===== config.mk =====
export PLATFORM = sky130hd
export DESIGN_NAME = pipeline_ctrl
export DESIGN_NICKNAME = d
export VERILOG_FILES = /design/src/rtl/pipeline_ctrl_pkg.sv /design/src/rtl/pipeline_ctrl_hazard_unit.sv /design/src/rtl/pipeline_ctrl.sv
export SDC_FILE = /design/constraint.sdc
export NUM_CORES = 1
export LEC_CHECK = 0
export CAP_MARGIN = 20
export CORE_UTILIZATION = 37
export DETAILED_ROUTE_END_ITERATION = 8
export GPL_ROUTABILITY_DRIVEN = 0
export PLACE_DENSITY = 0.73
export SYNTH_ARGS = -nofsm -noshare
export SYNTH_HDL_FRONTEND = slang
export SYNTH_SLANG_ARGS = --single-unit

===== constraint.sdc =====
create_clock -name clk -period 2.2 [get_ports clk]
set_input_delay 0.44 -clock clk [delete_from_list [all_inputs] [get_ports clk]]
set_output_delay 0.44 -clock clk [all_outputs]
set_load 0.01 [all_outputs]

===== src/rtl/pipeline_ctrl_pkg.sv =====
// Shared definitions for the pipeline controller: FSM encodings, register-index
// width, default stall-counter width and the control-word bundle.
package pipeline_ctrl_pkg;

    localparam int REG_IDX_W       = 5;
    localparam int STALL_CNT_W_DEF = 16;

    typedef enum logic [1:0] {
        ST_RUN      = 2'd0,
        ST_MEM_WAIT = 2'd1,
        ST_MEM_ERR  = 2'd2
    } state_t;

    typedef struct packed {
        logic pc_write;
        logic en_a;
        logic en_b;
        logic en_c;
        logic en_d;
        logic flush_a;
        logic flush_b;
    } ctrl_t;

    localparam ctrl_t CTRL_RUN = '{pc_write: 1'b1, en_a: 1'b1, en_b: 1'b1, en_c: 1'b1,
                                   en_d: 1'b1, flush_a: 1'b0, flush_b: 1'b0};
    // A full freeze and the reset word are the same all-zero control word.
    localparam ctrl_t CTRL_FREEZE = '0;

endpackage


===== src/rtl/pipeline_ctrl_hazard_unit.sv =====
// Load-use hazard detector: a load in EX whose destination feeds the
// instruction in ID. Register 0 never creates a dependency.
module hazard_unit
    import pipeline_ctrl_pkg::*;
(
    input  logic                 mem_read,
    input  logic [REG_IDX_W-1:0] ex_rt,
    input  logic [REG_IDX_W-1:0] id_rs,
    input  logic [REG_IDX_W-1:0] id_rt,
    output logic                 load_use
);

    assign load_use = mem_read && (ex_rt != '0) && ((ex_rt == id_rs) || (ex_rt == id_rt));

endmodule


===== src/rtl/pipeline_ctrl.sv =====
// Pipeline stall/flush controller with memory-wait FSM and stall-cycle counter.
// Optional memory-timeout abort is enabled by defining MEM_TIMEOUT_EN.
module pipeline_ctrl
    import pipeline_ctrl_pkg::*;
#(
    parameter int MEM_TIMEOUT = 16,
    parameter int STALL_CNT_W = STALL_CNT_W_DEF
) (
    input  logic                   clk,
    input  logic                   rst,
    input  logic                   idExMemRead,
    input  logic [REG_IDX_W-1:0]   idExRt,
    input  logic [REG_IDX_W-1:0]   ifIdRs,
    input  logic [REG_IDX_W-1:0]   ifIdRt,
    input  logic                   branchTaken,
    input  logic                   memReq,
    input  logic                   memReady,
    output logic                   pcWrite,
    output logic                   enA,
    output logic                   enB,
    output logic                   enC,
    output logic                   enD,
    output logic                   flushA,
    output logic                   flushB,
    output logic [STALL_CNT_W-1:0] stallCycles,
    output logic                   memError,
    output logic [1:0]             state
);

    state_t                 cur_state;
    ctrl_t                  ctrl;
    logic                   load_use;
    logic                   timeout;
    logic [STALL_CNT_W-1:0] stall_cnt;

    hazard_unit u_hazard (
        .mem_read (idExMemRead),
        .ex_rt    (idExRt),
        .id_rs    (ifIdRs),
        .id_rt    (ifIdRt),
        .load_use (load_use)
    );

    // NOTE: default the whole control word first so every path assigns it and no latch is inferred.
    always_comb begin
        ctrl = CTRL_RUN;
        if (rst) begin
            ctrl = CTRL_FREEZE;
        end else begin
            case (cur_state)
                ST_RUN: begin
                    if (memReq && !memReady) begin
                        ctrl = CTRL_FREEZE;
                    end else if (branchTaken) begin
                        ctrl.flush_a = 1'b1;
                        ctrl.flush_b = 1'b1;
                    end else if (load_use) begin
                        ctrl.pc_write = 1'b0;
                        ctrl.en_a     = 1'b0;
                        ctrl.flush_b  = 1'b1;
                    end
                end
                ST_MEM_WAIT: begin
                    if (!memReady) ctrl = CTRL_FREEZE;
                end
                default: ;
            endcase
        end
    end

`ifdef MEM_TIMEOUT_EN
    localparam int TO_W = $clog2(MEM_TIMEOUT + 1);
    logic [TO_W-1:0] wait_cnt;

    // Held at zero outside MEM_WAIT, so every entry starts a fresh count.
    always_ff @(posedge clk) begin
        if (rst || cur_state != ST_MEM_WAIT) wait_cnt <= '0;
        else                                 wait_cnt <= wait_cnt + 1'b1;
    end

    assign timeout  = (cur_state == ST_MEM_WAIT) && (wait_cnt == TO_W'(MEM_TIMEOUT - 1));
    assign memError = !rst && (cur_state == ST_MEM_ERR);
`else
    logic unused_mem_timeout;
    assign unused_mem_timeout = (MEM_TIMEOUT != 0);
    assign timeout            = 1'b0;
    assign memError           = 1'b0;
`endif

    // NOTE: sequential state uses non-blocking assignments so all registers update from pre-edge values.
    always_ff @(posedge clk) begin
        if (rst) begin
            cur_state <= ST_RUN;
            stall_cnt <= '0;
        end else begin
            if (!ctrl.pc_write && stall_cnt != '1) stall_cnt <= stall_cnt + 1'b1;
            case (cur_state)
                ST_RUN:      if (memReq && !memReady) cur_state <= ST_MEM_WAIT;
                ST_MEM_WAIT: begin
                    if (memReady)     cur_state <= ST_RUN;
                    else if (timeout) cur_state <= ST_MEM_ERR;
                end
                default:     cur_state <= ST_RUN;
            endcase
        end
    end

    assign pcWrite     = ctrl.pc_write;
    assign enA         = ctrl.en_a;
    assign enB         = ctrl.en_b;
    assign enC         = ctrl.en_c;
    assign enD         = ctrl.en_d;
    assign flushA      = ctrl.flush_a;
    assign flushB      = ctrl.flush_b;
    assign stallCycles = stall_cnt;
    assign state       = cur_state;

endmodule


### Word-level counts from Yosys, hierarchy flattened

Index checks and enable logic that the tools add are counted.

* register bits after elaboration: 18
* latch bits: 0
* RAM bits: 0
* bits in read-only memories: 0
* input port bits: 21
* output and inout bits: 26
* logic and storage cells: 33
* memories kept: 0

* add/sub/neg operators: 1
* $mul: 0
* divide/modulo/power cells: 0
* magnitude comparators: 0
* eq/ne operators: 6
* shift-type cells: 0
* muxes and demuxes: 14
* bitwise operators: 0
* reductions and logical operators: 10

Operator list (count)
* $add A16 B1 Y16 const B: 1
* $ne A16 B16 Y1 const B: 1
* $mux W7: 2
* $pmux W7 S2: 1
* $mux W2: 6
* $eq A5 B5 Y1: 2
* $reduce_bool A5 Y1: 1
* $logic_and A1 B1 Y1: 4
* $ne A2 B2 Y1 const B: 2
* $pmux W2 S2: 1
* $mux W1: 3
* $mux W3: 1
* $eq A2 B1 Y1 const B: 1
* $logic_not A1 Y1: 2
* $logic_not A2 Y1: 1
* $reduce_and A2 Y1: 1
* $logic_or A1 B1 Y1: 1

### Longest topological paths before layout

Gate-level depths: netlist of the first run.

* depth in word-level cells: 10
* depth in mapped cells: 9
* mapped depth without buffers: 7

### Cells and area by module

Synthesis of the first run repeated with hierarchy kept, for this count alone.

* cells, all modules: 133
* area total of the unflattened synthesis: 1126.1 µm²

By module, submodules not included
* pipeline_ctrl: times used 1, cells an instance 116, area each 1001.0 µm², sequential area each 340.3 µm²
* hazard_unit: times used 1, cells an instance 17, area each 125.1 µm², sequential area each 0.0 µm²

### Least setup slack after synthesis of the first run

Ideal clock, no wire load.

* kind: input-to-reg
* start point: in rst
* end point: reg stall_cnt[13], in the netlist stallCycles[13]
* library setup time: 71 ps
* arrival: 2021 ps
* required time: 2129 ps
* path slack: 109 ps
* stages: 8
* buffers on the path: 2
* cell sequence: buf_6 > inv_2 > a31o_1 > or3_1 > o21ba_1 > buf_6 > or4_1 > a21oi_1

* word-level cells in the longest chain between the ends: 3

RTL lines
* start, declared: line pipeline_ctrl.sv:10 `input logic rst,`
* $mux W7: line pipeline_ctrl.sv:47 `if (rst) begin`
* $logic_not A1 Y1: line pipeline_ctrl.sv:96 `if (!ctrl.pc_write && stall_cnt != '1) stall_cnt <= stall_cnt + 1'b1;`
* $logic_and A1 B1 Y1: line pipeline_ctrl.sv:96
* end signal, assigned: line pipeline_ctrl.sv:96
* end, declared: line pipeline_ctrl.sv:34 `logic [STALL_CNT_W-1:0] stall_cnt;`

Several ways; a longest one is shown, not always the timed one.
A chain may end at the register's enable or synchronous reset.

### Final worst setup path of the first run

* start point: in idExRt[4]
* end point: out flushB

* word-level cells in the longest chain between the ends: 8
* elaborated cells between the ends (all ways): 11
* those cells by class: 2 x eq/ne; 5 x mux; 4 x reduce/logical

RTL lines
* start, declared: line pipeline_ctrl.sv:12 `input logic [REG_IDX_W-1:0] idExRt,`
* $eq A5 B5 Y1 / $reduce_bool A5 Y1 (equally long branches): line pipeline_ctrl_hazard_unit.sv:13 `assign load_use = mem_read && (ex_rt != '0) && ((ex_rt == id_rs) || (ex_rt == id_rt));`
* $logic_or A1 B1 Y1 / $logic_and A1 B1 Y1 (equally long branches): line pipeline_ctrl_hazard_unit.sv:13
* $logic_and A1 B1 Y1 *: line pipeline_ctrl_hazard_unit.sv:13
* $mux W1 *: line pipeline_ctrl.sv:57 `end else if (load_use) begin`
* $mux W1 *: line pipeline_ctrl.sv:54 `end else if (branchTaken) begin`
* $mux W2 *: line pipeline_ctrl.sv:52 `if (memReq && !memReady) begin`
* $pmux W7 S2 *: line pipeline_ctrl.sv:50 `case (cur_state)`
* $mux W7 *: line pipeline_ctrl.sv:47
* end, declared: line pipeline_ctrl.sv:24 `output logic flushB,`

Mark *: on every way between the ends. The rest lies on a longest branch, timed or not.

==> reports/results.ini, run 1 <==
[sta]
clock.fmax_ghz=0.472
min_period_ns=2.12
setup_violations=0
finClkSkew_ns=0.00834
fin_crit_sh_pct=96.2
finalMaxSlewViolations=0
final_hold_viol_count=0
rsz0062_at_grt=no

[power]
p_leak_uw=0.000719
powerDensity_nw_per_um2=394
ir_worst_vdd_v=0.000334

[final_layout]
fin_nets=221
diodes=0
regArea_um2=340
stdcell_area_um2=1740
finish.utilization_pct=63.1
drive_above_1_share_pct=24.7
mostFrequentLayoutCells=buf_4, clkdlybuf4s50_1, dfxtp_1, dlygate4sd2_1, a21oi_1
multi_input_area_um2=706
areaGrowthSynthToFinish_pct=61.4
layout_commonest_cell=buf_4
num-fill-cells=265

[yosys]
ys_seq_elements=17
ys_seq_area_share_pct=31.6
syn_avg_cell_area_um2=8.16
synthAdderAreaFrac_pct=1.16
synth-simple-area-share_pct=25.7
syn-cell-area_um2=1080
synth_xor_area_share_pct=8.94
yosys-mux-area-fraction_pct=0.929
async_reset_ff_share_pct=0
synth_edf_count=0
synth_warnings=0
syn_inst=132
synth_top_family_by_area=simple AND/OR/NAND/NOR gates
synth_ff_type=dfxtp_1
synth_cell_types=38
synth_compound_gate_area_share_pct=21.8

[floorplanning]
row_count=19
die_w_um=56.0
pin_count=47
die_h_um=56.0
coreArea_um2=2760
initial_core_util_pct=39.1
dieArea_um2=3130

[setup_path]
arrival_ns=1.68
required_ns=1.76
cp.buffers_inverters=2
crit_family=simple AND/OR/NAND/NOR gates
cp_max_fo=3
crit_slowest_cell=or4_4
crit_path_start_kind=input pin
crit_path_cell_trace=dlygate4sd2_1 > or4_4 > o21ai_2 > nor2_1 > o21a_1 > buf_2
crit_type=in -> out
slowest_delay_ns=0.42
worst_setup_path_end_kind=output port

[clock_network]
cts_buffers=3
clkLatencyLatePin_ns=0.30
postCtsHoldBufs=0
cts.sinks=17
cts_htree_levels=1
clk_path_buf_depth=2
cts_tree=yes
root_buffer=clkbuf_4
clkTransAtPathRegs_ns=0.11

[placed_design]
place_area_um2=1640
numPortBuffers=44
dp_hpwl_mm=2.18

[route]
viasPerCell=5.62
dr.max_layer_used=met4
wl_met3_um=219
drc=0
via_count=1286
wl_met1_mm=1.36
avgRoutedWirePerCell_um=14.2
drtIter0Drc=32
dr_wl_met2_mm=1.63
wirelength_mm=3.25
ant_nets=0
dr.pass1.iters=4

[status]
status=finished, final reports clean

[grt]
grt_max_degree=28
grt_antenna_before_repair=0
grt_overflow_total=0
grt_pass1_wl_mm=5.13
grt_pass1_vias=1212
grt_use_total_pct=20.1

[run]
maxCapViolCount=0

[worst_hold_path]
min_path_type=reg -> reg

-- report_power, final --
| group | internal [uW] | total, uW | switching (uW) |
|---|---|---|---|
| sequential | 314 | 319 | 4.37 |
| combinational | 104 | 194 | 89.4 |
| clock | 67.8 | 172 | 104 |
-- worst reg2reg max path, stage by stage, from the launching register on --
cell	delay, ns
dfxtp_1	0.33
ha_1	0.23
nand4_1	0.11
nor4_2	0.06
or3_4	0.37
o21ba_4	0.26
or4_1	0.50
a21oi_1	0.14
-- sequential cells by signal, indices dropped and copies added (netlist names) --
name and flops:
state 1, stallCycles 16
-- per-layer routing --
layer	vias up	track usage (%)
met5	-	0
met4	0	5.23
met3	5	3.72
met2	50	37.4
met1	606	23.4
li1	625	-
-- kinds of logic (layout without fill, tap and decap cells) --
group	Yosys count	count (layout)
AOI/OAI and AO/OA	36	38
xor gates and xnor gates	11	11
adders and majority gates	1	1
buffers and inverters	16	79
DFF	17	17
muxes	1	1
other	1	2
and+or+nand+nor	49	49
-- area by class of cell --
class / instances / share of cell area, %
timing repair buffer: 69 / 34.7
sequential: 17 / 19.6
multi-input combinational: 102 / 40.6
tap: 31 / 2.23
inverter: 6 / 1.29
clock buffer: 3 / 1.29
clock inverter: 1 / 0.288
-- timing repair --
action,CTS,global route
endpoints found under the setup margin,15,9
pin swaps,9,13
resized for setup,41,12
setup buffers,4,3
cloned,0,2
-- Yosys cell counts, types with 2 or more instances --
cell type	n	area share (%)
o21ai_0	5	2.3
nand3_1	9	4.2
nor2_1	8	2.8
a21oi_1	12	5.6
and3_1	2	1.2
and2_1	2	1.2
inv_1	5	1.7
nand4_1	4	2.3
nand2_1	5	1.7
or3_1	5	2.9
buf_6	3	3.1
dfxtp_1	17	32
o31ai_1	7	4.9
or4_1	8	5.6
o21bai_1	2	1.4
buf_4	5	3.5
nor3_1	2	0.93
xor2_1	11	8.9
-- final timing paths --
kind	start	slack, ns	endpoint	depth (start not counted)
max	idExRt[4]	0.08	flushB	6
min	stallCycles[9]	0.51	stallCycles[9]	2
max reg2reg	stallCycles[0]	0.14	stallCycles[15]	7
min reg2reg	stallCycles[9]	0.51	stallCycles[9]	2
-- stage by stage --
step	TNS [ns]	hold slack [ns]	setup slack, ns	power [uW]	std cells
finish	0	0.513	0.0828	685	229
global route	0	0.568	0.0198	716	229
CTS	0	0.511	0.00142	676	225
detailed placement	-7.89	0.498	-0.594	511	218
global placement	-7.15	0.483	-0.573	506	218
floorplan	0	0.508	0.109	409	133
(Power assumes the default switching activity.)
==> run 2: changes to the inputs <==
--- a/config.mk
+++ b/config.mk
@@ -5,11 +5,12 @@
 export SDC_FILE = /design/constraint.sdc
 export NUM_CORES = 1
 export LEC_CHECK = 0
-export CAP_MARGIN = 20
-export CORE_UTILIZATION = 37
+export CAP_MARGIN = 40
+export CORE_UTILIZATION = 40
 export DETAILED_ROUTE_END_ITERATION = 8
+export DONT_BUFFER_PORTS = 1
 export GPL_ROUTABILITY_DRIVEN = 0
-export PLACE_DENSITY = 0.73
+export PLACE_DENSITY = 0.54
 export SYNTH_ARGS = -nofsm -noshare
 export SYNTH_HDL_FRONTEND = slang
 export SYNTH_SLANG_ARGS = --single-unit
==> run 2 against run 1 <==
Effect of this change:
- largest cell class unchanged
- highest routed layer unchanged
- sequential cell count is the same
- register-to-register slack lost 0.04 ns
- first-iteration DRC count shrank 28%
==> reports/results.ini, run 2 (synthesized netlist as in run 1, its figures left out) <==
[status]
status=finished, final reports clean  ; unchanged

[placed_design]
dp_hpwl_mm=1.94  ; was 2.18 mm
numPortBuffers=0  ; was 44
place_area_um2=1180  ; was 1640 um^2
dp.cells=170  ; was 218

[power]
powerDensity_nw_per_um2=482  ; was 394 nW/um^2
p_leak_uw=0.000426  ; was 0.000719 uW
ir_worst_vdd_v=0.000361  ; was 0.000334 V
total_power_uw=583  ; was 685 uW

[route]
via_count=1037  ; was 1286
dr_wl_met2_mm=1.28  ; was 1.63 mm
wl_met3_um=150  ; was 219 um
dr.max_layer_used=met4  ; unchanged
avgRoutedWirePerCell_um=14.6  ; was 14.2 um
wl_met1_mm=1.10  ; was 1.36 mm
viasPerCell=5.96  ; was 5.62
drc=0  ; unchanged
ant_nets=0  ; unchanged
dr.pass1.iters=4  ; unchanged
wirelength_mm=2.55  ; was 3.25 mm
drtIter0Drc=23  ; was 32

[worst_hold_path]
worstHoldPathCells=1  ; was 2
min_to=stallCycles[3]  ; was stallCycles[9]
min-delay-start=rst  ; was stallCycles[9]
min_path_type=in -> reg  ; was reg -> reg

[final_layout]
mostFrequentLayoutCells=dfxtp_1, buf_4, a21oi_1, xor2_1, nand3_1  ; was buf_4, clkdlybuf4s50_1, dfxtp_1, dlygate4sd2_1, a21oi_1
layout_commonest_cell=dfxtp_1  ; was buf_4
diodes=0  ; unchanged
fin_nets=167  ; was 221
stdcell_area_um2=1210  ; was 1740 um^2
largest_reg_flops=16  ; unchanged
drive_above_1_share_pct=16.7  ; was 24.7%
finish.utilization_pct=48.3  ; was 63.1%
fin_cells=174  ; was 229
areaGrowthSynthToFinish_pct=12.2  ; was 61.4%

[setup_path]
crit_type=reg -> reg  ; was in -> out
crit_family=simple AND/OR/NAND/NOR gates  ; unchanged
worst_setup_path_end_kind=register  ; was output port
r2r_cells=8  ; was 7
r2r_end=stallCycles[15]  ; unchanged
crit_slowest_cell=or4_1  ; was or4_4
required_ns=2.42  ; was 1.76 ns
cp.buffers_inverters=1  ; was 2
cp_max_fo=28  ; was 3
slowest_delay_ns=0.49  ; was 0.42 ns
crit_path_cell_trace=ha_2 > nand4_1 > nor4_1 > or3_1 > o21ba_1 > buf_12 > or4_1 > a21oi_1  ; was dlygate4sd2_1 > or4_4 > o21ai_2 > nor2_1 > o21a_1 > buf_2
worstReg2RegStart=stallCycles[0]  ; unchanged
arrival_ns=2.32  ; was 1.68 ns
crit_path_start_kind=register  ; was input pin
rrSetupSlack_ns=0.10  ; was 0.14 ns

[clock_network]
clkLatencyLatePin_ns=0.29  ; was 0.30 ns
clkTransAtPathRegs_ns=0.11  ; about the same
cts_buffers=3  ; unchanged
root_buffer=clkbuf_4  ; unchanged
cts.sinks=17  ; unchanged
postCtsResizedCells=0  ; was 41
postCtsSetupBuffers=0  ; was 4
clk_path_buf_depth=2  ; unchanged
cts_tree=yes  ; unchanged
cts_htree_levels=1  ; unchanged
postCtsHoldBufs=0  ; unchanged

[grt]
grt_pass1_vias=1000  ; was 1212
grt_use_total_pct=20.1  ; about the same
grt_overflow_total=0  ; unchanged
grt_pass1_wl_mm=4.20  ; was 5.13 mm
grt_max_degree=29  ; was 28
grt_antenna_before_repair=0  ; unchanged

[sta]
min_period_ns=2.10  ; was 2.12 ns
final_hold_viol_count=0  ; unchanged
clock.fmax_ghz=0.477  ; was 0.472 GHz
tns_ns=0  ; unchanged
finalMaxSlewViolations=0  ; unchanged
fin_crit_sh_pct=95.3  ; was 96.2%
finClkSkew_ns=0.00777  ; was 0.00834 ns
setup_violations=0  ; unchanged
rsz0062_at_grt=no  ; unchanged

[floorplanning]
die_h_um=53.9  ; was 56.0 um
dieArea_um2=2900  ; was 3130 um^2
coreArea_um2=2500  ; was 2760 um^2
initial_core_util_pct=43.1  ; was 39.1%
row_count=18  ; was 19
die_w_um=53.9  ; was 56.0 um
pin_count=47  ; unchanged

[run]
maxCapViolCount=0  ; unchanged

[run 2: cell count changes in the layout (fill, tap and decap cells not counted), moves of 2 or more]
cell             change
clkdlybuf4s50_1     -19
dlymetal6s2s_1       -6
nor3_1               +2
buf_2                -3
o21ba_2              -2
nor3_2               -2
buf_6                -2
clkbuf_2             -3
buf_4                -7
dlygate4sd2_1       -13
[run 2: report_power, final]
part	leakage [uW]	internal, uW	switching (uW)
clock	0.0000177	67.6	103
combinational	0.000271	41.4	52.1
sequential	0.000138	314	4.38
total	0.000426	423	159
[run 2: routing by layer]
layer  GRT usage (%)  vias up
li1                -      508
met1            23.5      493
met2            34.4       34
met3            4.24        2
met4            9.65        0
met5               0        -
[run 2: worst reg2reg max path, stage by stage, from the launching register on]
cell and delay [ns]:
dfxtp_1 0.33, ha_2 0.19, nand4_1 0.09, nor4_1 0.07
or3_1 0.31, o21ba_1 0.20, buf_12 0.16, or4_1 0.50
a21oi_1 0.17
[run 2: layout make-up]
cell class                      count  area, um^2
Fill cell                         255        1290
Multi-Input combinational cell    100         641
Sequential cell                    17         340
Timing Repair Buffer               17         140
Tap cell                           30        37.5
Clock buffer                        3        22.5
Inverter                            6        22.5
Clock inverter                      1        5.00
[run 2: worst max-delay path by stage]
stage / end / startpoint / slack, ns / cells after the start
2_1_floorplan: stallCycles[13] / rst / 0.11 / 8
3_3_place_gp: stallCycles[13] / rst / 0.13 / 7
3_5_place_dp: stallCycles[15] / rst / 0.07 / 7
4_1_cts: stallCycles[15] / stallCycles[0] / 0.06 / 8
5_1_grt: stallCycles[13] / stallCycles[0] / 0.02 / 8
6_report: stallCycles[15] / stallCycles[0] / 0.10 / 8
[run 2: per-stage QoR]
stage,hold slack [ns],setup WS (ns)
after floorplan,0.508,0.109
final,0.195,0.104
after global routing,0.181,0.0175
after global placement,0.512,0.126
after CTS,0.186,0.0587
after detailed placement,0.513,0.0673
==> run 3: changes to the inputs <==
--- a/config.mk
+++ b/config.mk
@@ -11,6 +11,7 @@
 export DONT_BUFFER_PORTS = 1
 export GPL_ROUTABILITY_DRIVEN = 0
 export PLACE_DENSITY = 0.54
+export SKIP_LAST_GASP = 1
 export SYNTH_ARGS = -nofsm -noshare
 export SYNTH_HDL_FRONTEND = slang
 export SYNTH_SLANG_ARGS = --single-unit
==> constraint.sdc (replaced) <==
create_clock -name clk -period 2.2 [get_ports clk]
set_input_delay 0.66 -clock clk [delete_from_list [all_inputs] [get_ports clk]]
set_output_delay 0.66 -clock clk [all_outputs]
set_load 0.01 [all_outputs]
==> run 3 against run 2 <==
Effect of this change:
- die area stayed put
- total power is 1.2% higher
- final cell count is 1.7% higher
- via count is 1.8% lower
- sequential cell count stayed put
- fmax is 8.8% lower
- the flow now finishes with violations (setup timing)
- register-to-register slack better by 0.03 ns
- largest power group unchanged
- worst hold slack better by 0.23 ns
- setup slack worse by 0.20 ns
- combinational power is 13% higher
- sequential power hardly changed
==> reports/results.ini, run 3 (synthesized netlist as in run 1, its figures left out) <==
[status]
status=finished with violations  ; was finished, final reports clean
violations=setup timing

[clock_network]
clkLatencyLatePin_ns=0.29  ; about the same
cts_tree=yes  ; unchanged
cts_buffers=3  ; unchanged
root_buffer=clkbuf_4  ; unchanged
clk_path_buf_depth=2  ; unchanged
cts_htree_levels=1  ; unchanged
postCtsSetupBuffers=0  ; unchanged
postCtsHoldBufs=0  ; unchanged
postCtsResizedCells=1  ; was 0
clkTransAtPathRegs_ns=0.10  ; was 0.11 ns
cts.sinks=17  ; unchanged

[worst_hold_path]
min_path_type=in -> reg  ; unchanged
min-delay-start=rst  ; unchanged

[setup_path]
cp_max_fo=3  ; was 28
crit_slowest_cell=or4_4  ; was or4_1
worst_setup_path_end_kind=output port  ; was register
required_ns=1.54  ; was 2.42 ns
crit_path_start_kind=input pin  ; was register
cp-startpoint=idExRt[0]  ; was stallCycles[0]
crit_path_cell_trace=or4_4 > o21ai_4 > o31a_1  ; was ha_2 > nand4_1 > nor4_1 > or3_1 > o21ba_1 > buf_12 > or4_1 > a21oi_1
crit_family=simple AND/OR/NAND/NOR gates  ; unchanged
cp.buffers_inverters=0  ; was 1
crit_type=in -> out  ; was reg -> reg
worstReg2RegStart=stallCycles[0]  ; unchanged
arrival_ns=1.64  ; was 2.32 ns
slowest_delay_ns=0.53  ; was 0.49 ns

[power]
internal-power_uw=436  ; was 423 uW
p_leak_uw=0.000448  ; was 0.000426 uW
comb_power_share_pct=17.9  ; was 16.0%
p_seq_share_pct=54.1  ; was 54.7%
power_switching_share_pct=26.0  ; was 27.3%
clockPowerShare_pct=28.0  ; was 29.2%
powerDensity_nw_per_um2=469  ; was 482 nW/um^2
power_switching_uw=153  ; was 159 uW
ir_worst_vdd_v=0.000451  ; was 0.000361 V
total_power_uw=589  ; was 583 uW

[route]
avgRoutedWirePerCell_um=14.7  ; was 14.6 um
viasPerCell=5.75  ; was 5.96
via_count=1018  ; was 1037
drtIter0Drc=29  ; was 23
dr.pass1.iters=4  ; unchanged
ant_nets=0  ; unchanged
wirelength_mm=2.59  ; was 2.55 mm
drc=0  ; unchanged

[floorplanning]
dieArea_um2=2900  ; unchanged
die_h_um=53.9  ; unchanged
die_w_um=53.9  ; unchanged
row_count=18  ; unchanged
pin_count=47  ; unchanged
initial_core_util_pct=43.1  ; unchanged
coreArea_um2=2500  ; unchanged

[final_layout]
largest_reg_flops=16  ; unchanged
areaGrowthSynthToFinish_pct=16.7  ; was 12.2%
layout_commonest_cell=buf_4  ; was dfxtp_1
fin_nets=170  ; was 167
drive_above_1_share_pct=18.4  ; was 16.7%
finish.utilization_pct=50.3  ; was 48.3%
mostFrequentLayoutCells=buf_4, dfxtp_1, a21oi_1, xor2_1, nand3_1  ; was dfxtp_1, buf_4, a21oi_1, xor2_1, nand3_1
fin_cells=177  ; was 174
diodes=0  ; unchanged

[grt]
grt_use_total_pct=20.5  ; was 20.1%
grt_overflow_total=0  ; unchanged
grt_antenna_before_repair=0  ; unchanged
grt_pass1_wl_mm=4.31  ; was 4.20 mm
grt_max_degree=19  ; was 29
grt_pass1_vias=974  ; was 1000

[sta]
setup_violations=3  ; was 0
fin_crit_sh_pct=105  ; was 95.3%
rsz0062_at_grt=yes  ; was no
finalMaxSlewViolations=0  ; unchanged
clock.fmax_ghz=0.435  ; was 0.477 GHz
finClkSkew_ns=0.00262  ; was 0.00777 ns
min_period_ns=2.30  ; was 2.10 ns
holdWs_ns=0.425  ; was 0.195 ns
setup_ws_ns=-0.0992  ; was 0.104 ns
final_hold_viol_count=0  ; unchanged

[placed_design]
dp.cells=173  ; was 170
dp_hpwl_mm=1.97  ; was 1.94 mm
numPortBuffers=0  ; unchanged

[run]
maxCapViolCount=0  ; unchanged

run 3: path summary, 6_finish.rpt:
kind | to | slack (ns) | cells past startpoint
setup / recovery | enA | -0.1 | 3
hold / removal | stallCycles[3] | 0.43 | 1
setup reg to reg | stallCycles[13] | 0.13 | 8
hold reg to reg | stallCycles[10] | 0.58 | 2
run 3: final cells by class:
type	instances	area (um^2)
Timing Repair Buffer	20	175
Inverter	6	25.0
Clock buffer	4	26.3
Multi-Input combinational cell	100	653
Fill cell	270	1240
Sequential cell	17	340
Tap cell	30	37.5
run 3: power groups by stage:
stage                     registers [uW]  clock network, uW  logic, uW
after global placement               326                  0        103
after global routing                 319                188        119
final                                319                165        106
after detailed placement             326                  0        106
after floorplan                      333                  0       78.7
after CTS                            319                172        107
run 3: through the flow:
step	instance area, um^2	setup WS [ns]	TNS, ns
final	1260	-0.0992	-0.271
after global routing	1260	-0.119	-0.332
after CTS	1260	-0.102	-0.279
after detailed placement	1220	-0.0965	-0.668
after global placement	1220	-0.0809	-0.389
after floorplan	1100	-0.160	-0.479
run 3: worst reg2reg max path, delay by kind of cell, from the launching register on:
family                     cells  cell delay [ns]
and+or+nand+nor                4             0.99
AOI/OAI and AO/OA              2             0.34
DFF                            1             0.33
adders and majority gates      1             0.21
buffers and inverters          1             0.15
run 3: per-layer routing:
layer  vias up  global-route usage (%)  part of all wire (%)
li1        515                       -                     -
met1       470                    24.8                    43
met2        31                    34.8                    49
met3         2                    7.34                   7.2
met4         0                    3.95                  0.39
met5         -                       0                     0
==> RTL change: new RTL, flow settings as in run 1 <==
Set the package constant `STALL_CNT_W_DEF` to 32 (it was 16).
--- a/src/rtl/pipeline_ctrl_pkg.sv
+++ b/src/rtl/pipeline_ctrl_pkg.sv
@@ -5,3 +5,3 @@
     localparam int REG_IDX_W       = 5;
-    localparam int STALL_CNT_W_DEF = 16;
+    localparam int STALL_CNT_W_DEF = 32;
 
Interface: changed (resized stallCycles); port bits go from 47 to 63. The function was not compared with the original's and may differ.
==> RTL change against run 1 <==
Synthesized cell count is 67% higher. Sequential cell count up 16. Sequential power rose by 92%. Power grew 100%. Sequential share of layout area is 3.4 points higher. Setup slack lost 13 ps. Area after synthesis is 72% higher. Worst hold slack worse by 11 ps. Routed wire length up 52%. Design area up 66%. Critical path depth up 1. Largest cell class unchanged. Largest power group unchanged.
==> RTL change: results (changes against run 1) <==
The run finished with clean final reports. The aggregate global-route resource usage was 19.2% (was 20.1%); the CTS sink count was 33 (was 17). For the routing usage on met3, the log shows 4.28% (was 3.72%).

The worst stage delay on the critical path is 530 ps (was 420 ps). The post-synthesis xor/xnor area fraction was 15.2% (was 8.94%). The post-synthesis sequential area ratio is 35.7% (was 31.6%).

The largest fanout of any net on the critical path is 7 (was 3). The number of nets in the final layout is 327 (was 221), and the average cell area after synthesis is 8.40 um^2 (was 8.16 um^2). The flip-flop count of the largest register after layout is 32 (was 16). For the count of unique library cells instantiated by Yosys, the log shows 37 (was 38).

For the fill cell total of the finished layout, the log shows 400 (was 265). Number of cells traversed by the worst register-to-register path: 9 (was 7). The static leakage was 1.08 nW (was 0.719 nW).

The worst-case vdd ir drop came out at 0.000343 V (was 0.000334 V). The global-route wire length before repair was 7.86 mm (was 5.13 mm); the number of clock buffers inserted by TritonCTS was 5 (was 3). Synth top area cells: dfxtp_1, xor2_1, nor2_1 (was dfxtp_1, xor2_1, a21oi_1). The run gives 9.82 ps (was 8.34 ps) as the worst clock skew. The internal power of the cells is 1.07 mW (was 0.487 mW). Cell class contributing the biggest share of worst-path delay: buffers and inverters (was simple AND/OR/NAND/NOR gates). The critical path arrival is 2350 ps (was 1680 ps). The number of cells after detailed placement is 354 (was 218).

The multiplexer share of the synthesized area was 0.542% (was 0.929%); the non-clock buffering overhead in the final layout was 27.5% (was 34.7%). The number of levels in the clock H-tree was 2 (was 1); the count of buffers not belonging to the clock network in the layout was 89 (was 69). For the number of multi-input combinational cells in the layout, the log shows 170 (was 102). The worst setup slack before clock tree synthesis was -681 ps (was -594 ps); the number of design-rule violations left by the first detailed-router iteration was 125 (was 32). The register-to-register path setup slack came out at 170 ps (was 140 ps).

The reg-to-reg critical path endpoint is stallCycles[22] (was stallCycles[15]). The placed instance area is 2610 um^2 (was 1640 um^2). Root buffer selected by CTS: clkbuf_8 (was clkbuf_4). The source of the worst register-to-register timing path is stallCycles[1] (was stallCycles[0]). The combinational group power came out at 0.179 mW (was 0.194 mW).

The worst path setup slack after routing was 70.1 ps (was 82.8 ps); the post-detailed-route wirelength per cell was 13.2 um (was 14.2 um). The fraction of area in clock buffers and inverters was 4.03% (was 1.58%); the number of global-route vias before repair was 1757 (was 1212). Commonest cells post-synth: nor2_1, dfxtp_1, xor2_1, nand4_1, xnor2_1 (was dfxtp_1, a21oi_1, xor2_1, nand3_1).
## RTL change: changes by cell type in the layout (fill, tap and decap cells not counted), moves of 7 or more
cell                    run 1  this run
clkdlybuf4s50_1            19        35
dfxtp_1                    17        31
nor2_1                      8        33
xor2_1                     11        20
or4_1                       7         0
xnor2_1                     0        11
nand4_1                     4        15
and3_1                      2         9
## RTL change: timing repair
| action | in CTS | in global routing |
|---|---|---|
| pin swaps | 17 | 8 |
| setup buffers | 10 | 2 |
| endpoints found under the setup margin | 37 | 16 |
| cloned | 1 | 0 |
| hold endpoints to repair | 0 | 0 |
| resized for setup | 56 | 14 |
## RTL change: worst register-to-register path, cell delays in order (launching register included)
cell     delay [ps]
dfxtp_1         370
ha_1            170
and2_1          210
and3_1          230
buf_4           170
nand4_1          90
buf_4           180
nor4_4          280
xnor2_1         150
nor2_1           60
## RTL change: cell families (layout without fill, tap and decap cells)
group | Yosys count | in the layout
and+or+nand+nor | 109 | 110
DFF | 33 | 33
xor gates and xnor gates | 32 | 32
AOI/OAI and AO/OA | 24 | 24
buffers and inverters | 19 | 103
adders and majority gates | 1 | 1
other | 1 | 2
muxes | 1 | 1
## RTL change: how the worst min path moves through the flow
stage | from | endpoint | slack (ps) | cells past startpoint
global route | memReq | state[0] | 510 | 3
CTS | memReady | state[0] | 520 | 2
floorplan | memReady | state[0] | 520 | 1
finish | memReq | state[0] | 500 | 3
global placement | stallCycles[18] | stallCycles[18] | 510 | 2
detailed placement | stallCycles[30] | stallCycles[30] | 510 | 1
## RTL change: per-layer routing
layer | wire, um | part of all wire (%)
met1 | 2300 | 47
met2 | 2320 | 47
met3 | 214 | 4.3
met4 | 104 | 2.1
met5 | 0 | 0
